**src/rtl/cpu_types_pkg.sv**
```systemverilog
// ---------------------------------------------------------------------------
// cpu_types_pkg
// Shared types for the memory arbiter and its clients.
//   ramstate_t  : status reported by the RAM each cycle
//   arb_state_t : arbiter grant state (IDLE / IGRANT / DGRANT)
// ---------------------------------------------------------------------------
package cpu_types_pkg;

  typedef enum logic [1:0] {
    FREE   = 2'b00,
    BUSY   = 2'b01,
    ACCESS = 2'b10,
    ERROR  = 2'b11
  } ramstate_t;

  typedef enum logic [1:0] {
    IDLE   = 2'b00,
    IGRANT = 2'b01,
    DGRANT = 2'b10
  } arb_state_t;

endpackage

```
**src/rtl/memory_arbiter.sv**
```systemverilog
// ---------------------------------------------------------------------------
// memory_arbiter
// Shares one RAM port between an instruction fetch requester and a data
// requester. Data normally wins. However, once STARVE_MAX data accesses in a
// row have completed while an instruction fetch was pending, the next grant
// goes to the instruction side.
//
// Ports
//   CLK, nRST              clock, async active-low reset
//   iREN, iaddr            instruction read request / word address
//   iwait, iload           instruction stall (low on completion) / read data
//   dREN, dWEN             data read / write request (write wins if both)
//   daddr, dstore          data address / write value
//   dwait, dload           data stall (low on completion) / read data
//   ramREN, ramWEN         RAM read / write strobes
//   ramaddr, ramstore      RAM address / write data
//   ramload, ramstate      RAM read data / RAM status
//
// state  | meaning
// -------+---------------------------------------------------------------
// IDLE   | no grant; RAM strobes low; picks the next requester
// IGRANT | instruction fetch drives the RAM until ACCESS or abort
// DGRANT | data request drives the RAM until ACCESS or abort
// ---------------------------------------------------------------------------
module memory_arbiter
  import cpu_types_pkg::*;
#(
  parameter int STARVE_MAX = 4
) (
  input  logic        CLK,
  input  logic        nRST,
  input  logic        iREN,
  input  logic [31:0] iaddr,
  output logic        iwait,
  output logic [31:0] iload,
  input  logic        dREN,
  input  logic        dWEN,
  input  logic [31:0] daddr,
  input  logic [31:0] dstore,
  output logic        dwait,
  output logic [31:0] dload,
  output logic        ramREN,
  output logic        ramWEN,
  output logic [31:0] ramaddr,
  output logic [31:0] ramstore,
  input  logic [31:0] ramload,
  input  ramstate_t   ramstate
);

  localparam int CW = $clog2(STARVE_MAX + 1);
  localparam logic [CW-1:0] STARVE_LIM = CW'(STARVE_MAX);

  arb_state_t    state, state_nxt;
  logic [CW-1:0] starve_cnt, starve_nxt;

  always_ff @(posedge CLK or negedge nRST) begin
    if (!nRST) begin
      state      <= IDLE;
      starve_cnt <= '0;
    end else begin
      state      <= state_nxt;
      starve_cnt <= starve_nxt;
    end
  end

  // Both read-data paths are straight wires from the RAM; the waits tell
  // each requester when its copy is meaningful.
  assign iload = ramload;
  assign dload = ramload;

  always_comb begin
    state_nxt  = state;
    starve_nxt = starve_cnt;
    ramREN     = 1'b0;
    ramWEN     = 1'b0;
    ramaddr    = '0;
    ramstore   = '0;
    iwait      = 1'b1;
    dwait      = 1'b1;

    case (state)
      IDLE: begin
        if (dREN | dWEN) begin
          if (iREN && (starve_cnt == STARVE_LIM)) state_nxt = IGRANT;
          else                                    state_nxt = DGRANT;
        end else if (iREN) begin
          state_nxt = IGRANT;
        end
      end

      IGRANT: begin
        ramREN  = 1'b1;
        ramaddr = iaddr;
        if (ramstate == ACCESS) begin
          iwait      = 1'b0;
          state_nxt  = IDLE;
          starve_nxt = '0;
        end else if (!iREN) begin
          // requester gave up before the RAM answered
          state_nxt = IDLE;
        end
      end

      DGRANT: begin
        ramWEN   = dWEN;
        ramREN   = dREN & ~dWEN;
        ramaddr  = daddr;
        ramstore = dstore;
        if (ramstate == ACCESS) begin
          dwait     = 1'b0;
          state_nxt = IDLE;
          // count only data wins that actually made a fetch wait
          if (!iREN)                          starve_nxt = '0;
          else if (starve_cnt != STARVE_LIM)  starve_nxt = starve_cnt + 1'b1;
        end else if (!(dREN | dWEN)) begin
          state_nxt = IDLE;
        end
      end

      default: state_nxt = IDLE;
    endcase
  end

endmodule

```
**config.mk**
```make
export PLATFORM = sky130hd
export DESIGN_NAME = memory_arbiter
export DESIGN_NICKNAME = d
export VERILOG_FILES = /design/src/rtl/cpu_types_pkg.sv /design/src/rtl/memory_arbiter.sv
export SDC_FILE = /design/constraint.sdc
export NUM_CORES = 1
export LEC_CHECK = 0
export BUFFER_PORTS_ARGS = -buffer_cell sky130_fd_sc_hd__buf_2
export CORE_AREA = 4 4 102 104
export CTS_CLUSTER_DIAMETER = 100
export DETAILED_ROUTE_END_ITERATION = 16
export DIE_AREA = 0 0 106 108
export GPL_TIMING_DRIVEN = 0
export PLACE_DENSITY = 0.6
export SYNTH_ARGS = -nofsm -noshare
export SYNTH_HDL_FRONTEND = slang
export SYNTH_SLANG_ARGS = --single-unit
export TNS_END_PERCENT = 100
```
**constraint.sdc**
```tcl
create_clock -name CLK -period 3.05 [get_ports CLK]
set_input_delay 0.61 -clock CLK [delete_from_list [all_inputs] [get_ports CLK]]
set_output_delay 0.61 -clock CLK [all_outputs]
set_load 0.1 [all_outputs]
```
==> metrics.md, run 1 <==
| Metric | Value |
|---|---|
| Cts bufs inserted | 3 |
| CTS tree | built |
| Compound-Gate Fraction of Synth Area | 19.89% |
| Yosys top cell area share | 30.42% |
| Max FO, Critical Path | 10 |
| Delay-heaviest family, CP | buffers and inverters |
| Register-to-Register Path Depth | 7 |
| Number of inserted diodes | 0 |
| Largest net degree at the start of global routing | 11 |
| Clock skew | 0.0004839 ns |
| Minimum clock period | 2.649 ns |
| Die ar. | 11450 µm² |
| FF-to-FF End | starve_cnt[0] |
| Count of cell types in the netlist | 26 |
| PwrDens | 1312 nW/µm² |
| Static leakage | 1.743 nW |
| Levels on crit path | 5 |
| Synth Area in XOR/XNOR | 0% |
| HP Class | in2async |
| Die W | 106 µm |
| Clock tree sinks | 5 |
| Post-cts sizing count | 0 |
| Cells after Synth | 224 |
| Nature of the critical path endpoint | output port |
| Worst Max-Slew Pin Slew | 0.5038 ns |
| Fin cells | 595 |
| Peak supply drop | 0.0005657 V |
| Layout area overhead | 86.19% |
| Main combinational cell family by area after synthesis | buffers and inverters |
| First-pass GRT wire length | 10.44 mm |
| Initial Util | 16.80% |
| Post-CTS Hold Fix Bufs | 0 |
| Status | completed |
| MaxCap Viol Count | 0 |
| Register Area | 125.1 µm² |
| Placed inst area | 2942 µm² |
| Hpwl dp | 6.600 mm |
| FF+latch count, synth | 5 |
| Setup repair bufs after CTS | 0 |
| Register area share after synthesis | 7.800% |
| DR pass1 iterations | 4 |
| Crit path capture | ramaddr[19] |
| H-tree depth | 1 |
| Fin crit share | 86.86% |
| Post-synth EDFFs | 0 |
| Via density | 3.834 |
| Final hold violations | 0 |
| Max stage delay on crit path | 0.44 ns |
| IO Count | 267 |
| Port bufs | 234 |
| Buffers & Inverters on Critical Path | 3 |
| Crit-path cells | inv_1 > ha_1 > clkbuf_1 > nor2b_1 > buf_2 |
| Ys flop type | dfrtp_1 |
| Cell taking the most area after synthesis | buf_4 |
| Clk slew on worst S/H paths | 0.03 ns |
| Fillers | 1053 |
| Peak Freq | 0.3775 GHz |
| Drt initial violations | 74 |
| Post-Syn Nets | 364 |
| Reg-to-reg startpoint | state[1] |
| Root Driver | clkbuf_8 |
| Total grt overflow | 0 |
| Setup CP Type | reg2out |
| Mux cell area share after synthesis | 1.248% |
| Worst path slowest cell | buf_2 |
| Setup TNS | 0 ns |
| Critical Path RT | 2.44 ns |
| Die height | 108 µm |
| Mean Syn Cell Area | 7.161 µm² |
| Initial antenna violation count | 0 |
| Final Instance Area | 2987 µm² |
| Largest buffer count on any clock path | 2 |
| Vias in the first global route | 2162 |
| Core box area | 9549 µm² |
| Worst-skew pair later-pin latency | 0.22 ns |
| WP data arrival | 2.04 ns |
| Slew Viols, Final | 0 |
| Simple-gate portion of the synthesized area | 31.51% |
| DR DRC count | 0 |
| RSZ-0062 raised after global routing | false |
| Gr usage total | 10.87% |
| Share of cells above drive strength 1 | 67.53% |
| ANT nets after route | 0 |
| R2r setup slk | 1.63 ns |
| Pwr Total | 3.919 mW |
| Final WL | 7.344 mm |
| Post-layout nets | 603 |
| GPL Wtd Cong | 0.7555 |
| Final setup fails | 0 |
| Cells after DPL | 591 |
| Setup crit start kind | flip-flop |
| Synthesized area | 1604 µm² |
| Via count | 2281 |
| Crit path from | state[0] |
| Row count | 36 |
| Multi-input logic area | 907.1 µm² |
| Async set-or-reset flop fraction in the synthesized netlist | 100.0% |
| Relative slew slack | 66.64% |
| Top cells by area, synth | buf_4 (30%), a22oi_1 (15%), and2_1 (13%) |
| YS warnings | 0 |
| Wirelength per Cell | 12.34 µm |
| Synth Area in Adders | 3.900% |
-- cell usage after synthesis (3+ instances only) --
library cell / instances
a22oi_1: 32
nor2b_1: 33
clkbuf_1: 6
inv_1: 4
dfrtp_1: 5
a21oi_1: 4
nand2_1: 9
buf_4: 65
and2_1: 33
nor2_1: 3
ha_1: 5
buf_2: 7
-- area by class of cell --
class                           instances  share of cell area, %
Timing Repair Buffer                  234                  39.21
Tap cell                              133                  5.572
Sequential cell                         5                  4.189
Multi-Input combinational cell        136                  30.37
Buffer                                 79                  18.64
Inverter                                4                 0.5027
Clock buffer                            4                  1.508
-- worst min-delay path by stage --
stage | to | slack (ns) | cells past startpoint
2_1_floorplan | starve_cnt[0] | 0.31 | 0
3_3_place_gp | state[0] | 0.43 | 1
3_5_place_dp | state[1] | 0.43 | 1
4_1_cts | state[1] | 0.20 | 1
5_1_grt | state[1] | 0.20 | 1
6_report | state[0] | 0.20 | 1
-- power breakdown --
group          total, mW  switching, mW  internal [mW]
Sequential         0.105         0.0175         0.0873
Clock              0.121         0.0311         0.0896
Combinational       3.69           3.00          0.691
-- layout by cell type (no fill, tap or decap) --
cell and instances:
o21a_1 1, a31oi_1 1, nand2b_4 1, mux2i_1 2, and3b_1 1, ha_1 5
a21oi_1 4, buf_2 241, nor4b_1 1, clkbuf_8 3, o21ai_0 1, o211ai_1 2
nor2_2 1, o31ai_1 1, dfrtp_1 5, clkbuf_1 7, o21ai_1 2, inv_1 4
o21bai_1 1, and2_1 33, buf_4 65, nand2_1 9, buf_6 1, nand3_1 2
nor2b_1 33, nor2_1 3, a22oi_1 32
-- per-layer routing --
| layer | vias to the layer above | share of wire [%] | global-route usage (%) |
|---|---|---|---|
| li1 | 1156 | - | - |
| met1 | 1029 | 37 | 12.76 |
| met2 | 96 | 55 | 20.72 |
| met3 | 0 | 7.7 | 2.209 |
| met4 | 0 | 0 | 1.665 |
| met5 | - | 0 | 0 |
-- flip-flops by register name, indices dropped and copies added, names as in the netlist --
register / count
state: 2
starve_cnt: 3
-- stage by stage --
step                util (%)  hold WS (ns)  worst slack [ns]
global route           31.28        0.2043            0.2721
CTS                    31.28        0.1964            0.3418
finish                 31.28        0.1986            0.4007
floorplan                  -        0.3144           0.07392
detailed placement     30.80        0.4316            0.5857
global placement       30.80        0.4275            0.6145
-- cell families after synthesis --
family | Yosys count
and+or+nand+nor | 84
adders and majority gates | 5
muxes | 2
DFF | 5
buffers and inverters | 83
AOI/OAI and AO/OA | 45
No activity file was read; power rests on OpenSTA's default activity.
==> run 2: changes to the inputs <==
Settings changed: CTS_BUF_LIST set to sky130_fd_sc_hd__clkbuf_16.
==> run 2 against run 1 <==
  * Register-to-register slack is essentially flat
  * Sequential cell count is the same
  * Setup slack got worse by 0.0047 ns
  * Maximum frequency fell by 0.18%
  * Routed wire length shrank 0.12%
  * Clock skew is 0.0010 ns higher
  * Critical path type unchanged
  * Largest cell class unchanged
  * Highest routed layer unchanged
==> metrics.md, run 2 (same netlist as run 1, synthesis figures left out) <==
| Metric | Value |
|---|---|
| Post-layout nets | 603 |
| Initial Util | 16.80% |
| Delay-heaviest family, CP | buffers and inverters |
| Buffers & Inverters on Critical Path | 3 |
| Final setup fails | 0 |
| Clk pwr share | 5.2% |
| Largest buffer count on any clock path | 2 |
| Worst Max-Slew Pin Slew | 0.5038 ns |
| Port bufs | 234 |
| ANT nets after route | 0 |
| Seq pwr share | 2.6% |
| Setup CP Type | reg2out |
| Largest net degree at the start of global routing | 11 |
| Die W | 106 µm |
| Relative slew slack | 66.64% |
| Fin crit share | 87.02% |
| Commonest non-fill, non-tap cell in the layout | buf_2 |
| GPL Wtd Cong | 0.7555 |
| FF-to-FF End | starve_cnt[0] |
| Reg with most FFs | starve_cnt |
| WP data arrival | 2.04 ns |
| CTS tree | built |
| Register Area | 125.1 µm² |
| Peak Freq | 0.3768 GHz |
| Setup repair bufs after CTS | 0 |
| First-pass GRT wire length | 10.45 mm |
| Multi-input logic area | 907.1 µm² |
| Most frequent cells in the layout | buf_2 (241), buf_4 (65), nor2b_1 (33), and2_1 (33), a22oi_1 (32) |
| Clk slew on worst S/H paths | 0.03 ns |
| Core box area | 9549 µm² |
| MaxCap Viol Count | 0 |
| Worst-skew pair later-pin latency | 0.22 ns |
| Critical Path RT | 2.44 ns |
| Fillers | 1049 |
| Biggest regs | starve_cnt x3, state x2 |
| Hpwl dp | 6.600 mm |
| Row count | 36 |
| Sw Pwr | 3.058 mW |
| H-tree depth | 1 |
| PwrDens | 1326 nW/µm² |
| Slew Viols, Final | 0 |
| Nature of the critical path endpoint | output port |
| RSZ-0062 raised after global routing | false |
| Share of cells above drive strength 1 | 67.53% |
| IO Count | 267 |
| Final WL | 7.335 mm |
| Via count | 2281 |
| R2r setup slk | 1.63 ns |
| Largest register FFs | 3 |
| Clock skew | 0.001515 ns |
| Comb power frac | 92.2% |
| Minimum clock period | 2.654 ns |
| Worst path slowest cell | buf_2 |
| Wirelength per Cell | 12.33 µm |
| DR DRC count | 0 |
| Vias in the first global route | 2164 |
| Layout area overhead | 88.30% |
| Post-CTS Hold Fix Bufs | 0 |
| Setup TNS | 0 ns |
| HP Class | in2async |
| Die ar. | 11450 µm² |
| Status | completed |
| Internal | 0.9478 mW |
| Static leakage | 1.762 nW |
| Cts bufs inserted | 3 |
| Peak supply drop | 0.0005657 V |
| Crit-path cells | inv_1 > ha_1 > clkbuf_1 > nor2b_1 > buf_2 |
| Via density | 3.834 |
| Initial antenna violation count | 0 |
| Final hold violations | 0 |
| Reg-to-reg startpoint | state[1] |
| Total grt overflow | 0 |
| Number of inserted diodes | 0 |
| Sw frac | 76.34% |
| Setup crit start kind | flip-flop |
| Register-to-Register Path Depth | 7 |
| Post-cts sizing count | 0 |
| Drt initial violations | 73 |
| Worst hold slack | 0.1937 ns |
| DR pass1 iterations | 4 |
| Root Driver | clkbuf_16 |
| Gr usage total | 10.84% |
| Crit path from | state[0] |
| Max stage delay on crit path | 0.44 ns |
| Clock tree sinks | 5 |
| Die height | 108 µm |
| Max FO, Critical Path | 10 |
==> run 2: changes by cell type in the layout (fill, tap and decap cells not counted), sizes merged <==
cell / delta
clkbuf: -1
inv: +1
==> run 2: power by group through the flow <==
| stage | Combinational (mW) | Sequential, mW | Clock (mW) |
|---|---|---|---|
| after floorplan | 3.16 | 0.101 | 0 |
| final | 3.69 | 0.105 | 0.208 |
| after CTS | 3.73 | 0.104 | 0.212 |
| after global placement | 3.71 | 0.103 | 0 |
| after global routing | 3.85 | 0.108 | 0.214 |
| after detailed placement | 3.72 | 0.105 | 0 |
==> run 2: per-stage QoR <==
step	cells	area [µm²]	setup WS (ns)	power (mW)	util (%)
global placement	591	2942	0.6145	3.811	30.80
CTS	595	3020	0.3399	4.044	31.63
detailed placement	591	2942	0.5857	3.828	30.80
global route	595	3020	0.2722	4.170	31.63
floorplan	224	1604	0.07392	3.259	-
finish	595	3020	0.3960	4.006	31.63
==> run 2: worst reg2reg max path, cell delays in order, from the launching register on <==
cell and delay [ns]:
dfrtp_1 0.37, inv_1 0.09, ha_1 0.14, buf_2 0.21, nor2_1 0.07, nor2_2 0.12, nand2_1 0.08, o31ai_1 0.22
==> run 2: worst max path at each step <==
stage                             end  slack [ns]  cells past startpoint
after floorplan           ramaddr[10]        0.07                      6
after global placement    ramaddr[10]        0.61                      5
after detailed placement  ramaddr[23]        0.59                      5
after CTS                 ramaddr[23]        0.34                      5
after global routing      ramaddr[23]        0.27                      5
final                     ramaddr[19]        0.40                      5
==> run 2: final cells by class <==
cell class,instances,area share (%)
repair buffers,234,38.77
multi-input cells,136,30.03
plain buffers,79,18.43
well taps,133,5.510
flip-flops and latches,5,4.142
clock buffers,3,2.485
inverters,4,0.4971
clock inverters,1,0.1243
==> run 2: metal layers <==
layer,wire length [µm],global-route usage (%),vias to the layer above,part of all wire [%]
met1,2716,12.80,1029,37
li1,-,-,1156,-
met2,4051,20.72,96,55
met4,0,1.388,0,0
met3,567,2.209,0,7.7
met5,0,0,-,0
